File: config.mk
export PLATFORM = sky130hd
export DESIGN_NAME = mdu_iter
export DESIGN_NICKNAME = d
export VERILOG_FILES = /design/src/rtl/mdu_iter.sv
export SDC_FILE = /design/constraint.sdc
export NUM_CORES = 1
export LEC_CHECK = 0
export ABC_AREA = 1
export CAP_MARGIN = 40
export CELL_PAD_IN_SITES_DETAIL_PLACEMENT = 1
export CELL_PAD_IN_SITES_GLOBAL_PLACEMENT = 2
export CORE_ASPECT_RATIO = 0.75
export CORE_UTILIZATION = 28
export DETAILED_ROUTE_END_ITERATION = 6
export MAX_ROUTING_LAYER = met4
export PLACE_DENSITY_LB_ADDON = 0.1
export SYNTH_ARGS = -nofsm -noshare
export SYNTH_HDL_FRONTEND = slang
export SYNTH_SLANG_ARGS = --single-unit
File: constraint.sdc
create_clock -name clk -period 2.6 [get_ports clk]
set_clock_uncertainty 0.1 [all_clocks]
set_input_delay 0.65 -clock clk [delete_from_list [all_inputs] [get_ports clk]]
set_output_delay 0.65 -clock clk [all_outputs]
set_load 0.02 [all_outputs]
File: src/rtl/mdu_iter.sv
// Iterative unsigned multiply/divide unit: one result bit per cycle, result held
// as a register-file write-back request until the arbiter takes it.
module mdu_iter #(
  parameter int DATA_WIDTH = 32,
  parameter int ADDR_WIDTH = 5
) (
  input  logic                  clk,
  input  logic                  rst_n,
  input  logic                  flush,
  input  logic                  in_valid,
  output logic                  in_ready,
  input  logic [1:0]            in_op,
  input  logic [DATA_WIDTH-1:0] in_src1,
  input  logic [DATA_WIDTH-1:0] in_src2,
  input  logic [ADDR_WIDTH-1:0] in_rd,
  output logic                  wb_valid,
  input  logic                  wb_ready,
  output logic [ADDR_WIDTH-1:0] wb_waddr,
  output logic [DATA_WIDTH-1:0] wb_wdata
);
  localparam int W  = DATA_WIDTH;
  localparam int CW = $clog2(W);

  typedef enum logic [1:0] {IDLE, BUSY, DONE} state_t;
  state_t state, state_nx;

  logic [CW-1:0]         cnt;
  logic [1:0]            op;
  logic [ADDR_WIDTH-1:0] rd;
  logic [W-1:0]          opb;   // multiplicand or divisor
  logic [W-1:0]          sh;    // multiplier -> product low / dividend -> quotient
  logic [W-1:0]          acc;   // product high half / remainder
  logic [W-1:0]          acc_nx, sh_nx, res;
  logic [W:0]            sum, shifted, diff;
  logic                  last;

  assign last     = (cnt == CW'(W-1));
  assign in_ready = (state == IDLE);
  assign wb_valid = (state == DONE);

  // One iteration of either algorithm; op[1] selects divide.
  always_comb begin
    sum     = {1'b0, acc} + (sh[0] ? {1'b0, opb} : '0);
    shifted = {acc, sh[W-1]};
    diff    = shifted - {1'b0, opb};
    acc_nx  = acc;
    sh_nx   = sh;
    if (!op[1]) begin
      acc_nx = sum[W:1];
      sh_nx  = {sum[0], sh[W-1:1]};
    end else if (diff[W]) begin
      acc_nx = shifted[W-1:0];
      sh_nx  = {sh[W-2:0], 1'b0};
    end else begin
      acc_nx = diff[W-1:0];
      sh_nx  = {sh[W-2:0], 1'b1};
    end
    case (op)
      2'b00:   res = sh_nx;
      2'b01:   res = acc_nx;
      2'b10:   res = sh_nx;
      default: res = acc_nx;
    endcase
  end

  always_comb begin
    state_nx = state;
    if (flush) state_nx = IDLE;
    else begin
      case (state)
        IDLE:    if (in_valid) state_nx = BUSY;
        BUSY:    if (last)     state_nx = DONE;
        DONE:    if (wb_ready) state_nx = IDLE;
        default: state_nx = IDLE;
      endcase
    end
  end

  always_ff @(posedge clk or negedge rst_n) begin
    if (!rst_n) begin
      state    <= IDLE;
      cnt      <= '0;
      op       <= '0;
      rd       <= '0;
      opb      <= '0;
      sh       <= '0;
      acc      <= '0;
      wb_waddr <= '0;
      wb_wdata <= '0;
    end else begin
      state <= state_nx;
      if (flush) cnt <= '0;
      else begin
        case (state)
          IDLE: if (in_valid) begin
            op  <= in_op;
            rd  <= in_rd;
            opb <= in_op[1] ? in_src2 : in_src1;
            sh  <= in_op[1] ? in_src1 : in_src2;
            acc <= '0;
            cnt <= '0;
          end
          BUSY: begin
            acc <= acc_nx;
            sh  <= sh_nx;
            cnt <= cnt + 1'b1;
            if (last) begin
              cnt      <= '0;
              wb_wdata <= res;
              wb_waddr <= rd;
            end
          end
          default: ;
        endcase
      end
    end
  end
endmodule

==> results.json <==
{
  "cts_tree": "done",
  "clock-sinks": 147,
  "r2r_slack_ns": -0.23,
  "ys_seq_area_frac": 0.284,
  "rsz0062_at_grt": "true",
  "antenna_found_initial": 6,
  "cts-hold-fix-buffers": 0,
  "clock_path_buffers": 2,
  "vias": 15700,
  "final_nets": 2736,
  "h-tree-depth": 4,
  "cp.arrival_ns": 3.07,
  "status": "finished with violations",
  "crit_start": "opb[0]$_DFFE_PN0P_",
  "seq_area_um2": 3700,
  "place_area_um2": 17100,
  "io_pins": 115,
  "finalNonFillerCells": 3192,
  "required_ns": 2.85,
  "violations": "negative setup slack",
  "track_usage": 0.295,
  "drc": 0,
  "worst_pin_slew_ns": 0.782,
  "min_period_over_period": 1.09,
  "synthArstFlopShare": 1.00,
  "ys_ff_latch": 147,
  "leakage_nw": 10.4,
  "die_h_um": 188,
  "clk_latency_ns": 0.46,
  "num-fill-cells": 5826,
  "p_per_area_nw_per_um2": 1020,
  "ant_nets": 0,
  "drive_gt1_frac": 0.284,
  "maxCapViolations": 0,
  "wl_um": 67900,
  "slew_viol_final": 0,
  "dp.cells": 3123,
  "rows": 67,
  "netlist_instances": 2179,
  "path_class": "reg -> reg",
  "start_util": 0.287,
  "final_area_um2": 19600,
  "synth.yosys.warnings": 0,
  "setup_viol": 64,
  "vias_per_cell": 4.91,
  "period_needed_ns": 2.83,
  "hp-class": "in -> async",
  "timing.final.hold_violations": 0,
  "crit_fanout": 6,
  "place.gp.congestion": 0.907,
  "setup_ws_ns": -0.228,
  "syn_to_final_growth_pct": 51.4,
  "worstSetupEndpointType": "flop",
  "drtIter0Drc": 925,
  "grt_pass1_vias": 16100,
  "hpwl_um": 53600,
  "tns_ns": -8.13,
  "vdd_drop_max_mv": 0.528,
  "syn_area_per_cell_um2": 5.94,
  "dr.pass1.iters": 5,
  "p_total_mw": 19.9,
  "yosys_most_used_dff": "dfrtp_1",
  "fp.dieW_um": 250,
  "design.die.area_um2": 47100,
  "synth.distinct_cells": 42,
  "holdWs_ns": 0.0164,
  "cts-buffers-inserted": 17,
  "grt_overflow": 0,
  "timing.rr.end": "wb_wdata[24]$_DFFE_PN0P_",
  "cts.clk_slew.worst_paths_ns": 0.08,
  "clock-root-buffer": "clkbuf_16",
  "grt_max_degree": 67,
  "syn-cell-area_um2": 12900,
  "synth_nets": 2323,
  "synth-edff-count": 0,
  "wl_per_cell_um": 21.3,
  "slew_headroom": 0.478,
  "final_util": 0.435,
  "max_freq_ghz": 0.354,
  "reg2reg_depth": 20,
  "r2r_start": "opb[0]$_DFFE_PN0P_",
  "grt_pass1_wl_um": 100000,
  "multi_input_area_um2": 9180,
  "core_um2": 45100,
  "cp-start-kind": "flop",
  "place_ws_ns": -0.559,
  "port-buffer-count": 114
}
[repair_timing]
action | CTS | global route
endpoints found under the setup margin | 65 | 65
pin swaps | 42 | 82
buffers inserted | 20 | 14
gates resized for setup | 176 | 243
cloned | 5 | 2
[logic make-up after synthesis]
group	synth area share
AND/OR/NAND/NOR	0.375
buffers and inverters	0.121
AO/OA/AOI/OAI	0.139
flip-flops	0.284
adder cells (fa/ha/maj)	0.0669
XOR/XNOR	0.0115
multiplexers	0.00232
[worst max path at each step]
stage	to	slack [ns]	depth (start not counted)
floorplan	wb_wdata[13]$_DFFE_PN0P_	0.06	18
global placement	wb_wdata[28]$_DFFE_PN0P_	-0.46	17
detailed placement	wb_wdata[28]$_DFFE_PN0P_	-0.56	17
CTS	wb_wdata[28]$_DFFE_PN0P_	-0.23	21
global route	wb_wdata[24]$_DFFE_PN0P_	-0.36	17
finish	wb_wdata[24]$_DFFE_PN0P_	-0.23	20
[cell type report]
| cell class | count | area share |
|---|---|---|
| Antenna cell | 1 | 0.000128 |
| Timing Repair Buffer | 472 | 0.213 |
| Tap cell | 586 | 0.0374 |
| Sequential cell | 147 | 0.189 |
| Clock buffer | 17 | 0.0217 |
| Multi-Input combinational cell | 1625 | 0.468 |
| Clock inverter | 15 | 0.00760 |
| Inverter | 329 | 0.0630 |
[Yosys cell counts, types with 2 or more instances]
master,n,area [um2]
o21a_1,3,22.5
buf_2,4,20.0
nor2_2,3,18.8
nor2_1,97,364
a22o_1,2,17.5
buf_4,3,22.5
xnor2_1,8,70.1
nand4_1,9,56.3
ha_1,66,826
a21o_1,7,52.6
buf_6,3,33.8
o21ai_0,185,926
nand3_1,126,631
clkbuf_1,61,229
nor3_1,15,75.1
nand2_1,923,3460
nand3b_1,16,120
buf_1,7,26.3
dfrtp_1,147,3680
mux2i_1,3,30.0
xor2_1,9,78.8
fa_1,2,40.0
and2_1,6,37.5
o211ai_1,37,278
nand2_2,3,18.8
o21ai_1,5,25.0
inv_2,4,15.0
a31oi_1,11,68.8
inv_1,323,1210
or2_2,3,18.8
o21bai_1,3,22.5
o22ai_1,2,12.5
clkinv_1,2,7.51
a21oi_1,73,365
[where the power goes]
part | switching, mW | leakage (nW) | internal (mW)
clock | 1.23 | 0.271 | 1.35
combinational | 7.94 | 8.26 | 6.07
sequential | 0.567 | 1.89 | 2.77
[cells in the final DEF, fill, tap and decap left out, types with 6 or more instances in the layout]
| master | count |
|---|---|
| nor2_2 | 31 |
| clkdlybuf4s50_1 | 112 |
| nand2_2 | 120 |
| buf_4 | 326 |
| inv_1 | 299 |
| nor3_1 | 9 |
| a21o_1 | 7 |
| o21ai_1 | 26 |
| a21oi_2 | 22 |
| ha_4 | 34 |
| nand3_2 | 30 |
| nand2_1 | 783 |
| buf_6 | 7 |
| nand4_1 | 9 |
| inv_2 | 28 |
| xor2_1 | 9 |
| buf_12 | 22 |
| o211ai_1 | 37 |
| nor2_4 | 7 |
| a21oi_1 | 49 |
| clkbuf_16 | 18 |
| ha_2 | 7 |
| nand2_4 | 22 |
| ha_1 | 25 |
| dfrtp_1 | 133 |
| nor2_1 | 62 |
| xnor2_1 | 6 |
| o21ai_0 | 159 |
| nor3_2 | 6 |
| dfrtp_2 | 13 |
| nand3_1 | 91 |
| a31oi_1 | 10 |
| nand3b_1 | 16 |
[sequential cells by signal, indices dropped and copies added, names as in the netlist]
| register | flops |
|---|---|
| cnt | 5 |
| wb_waddr | 5 |
| sh | 32 |
| acc | 32 |
| wb_wdata | 32 |
| opb | 32 |
| state | 2 |
| rd | 5 |
| op | 2 |
[per-layer routing]
metal,GRT usage,routed length [um],vias to the layer above,share of wire
met5,-,0,-,0
met4,0.100,2170,0,0.032
met3,0.0464,2770,92,0.041
met2,0.452,30600,315,0.45
met1,0.394,32400,7588,0.48
li1,-,-,7666,-
[worst max-delay path: stages (launching register included)]
cell     delay, ns
dfrtp_1       0.42
ha_4          0.19
fa_2          0.39
inv_2         0.08
nand2_2       0.05
nand2_2       0.06
nand3_2       0.06
nand2_2       0.11
nand2_2       0.07
nand2_4       0.08
nand2_4       0.08
buf_6         0.12
nand3_4       0.08
nand2_8       0.12
buf_12        0.17
nand2_1       0.07
nand2_2       0.07
nand2_1       0.11
nand3_2       0.11
nand2_1       0.11
nand2_1       0.05
(Power assumes the default switching activity.)
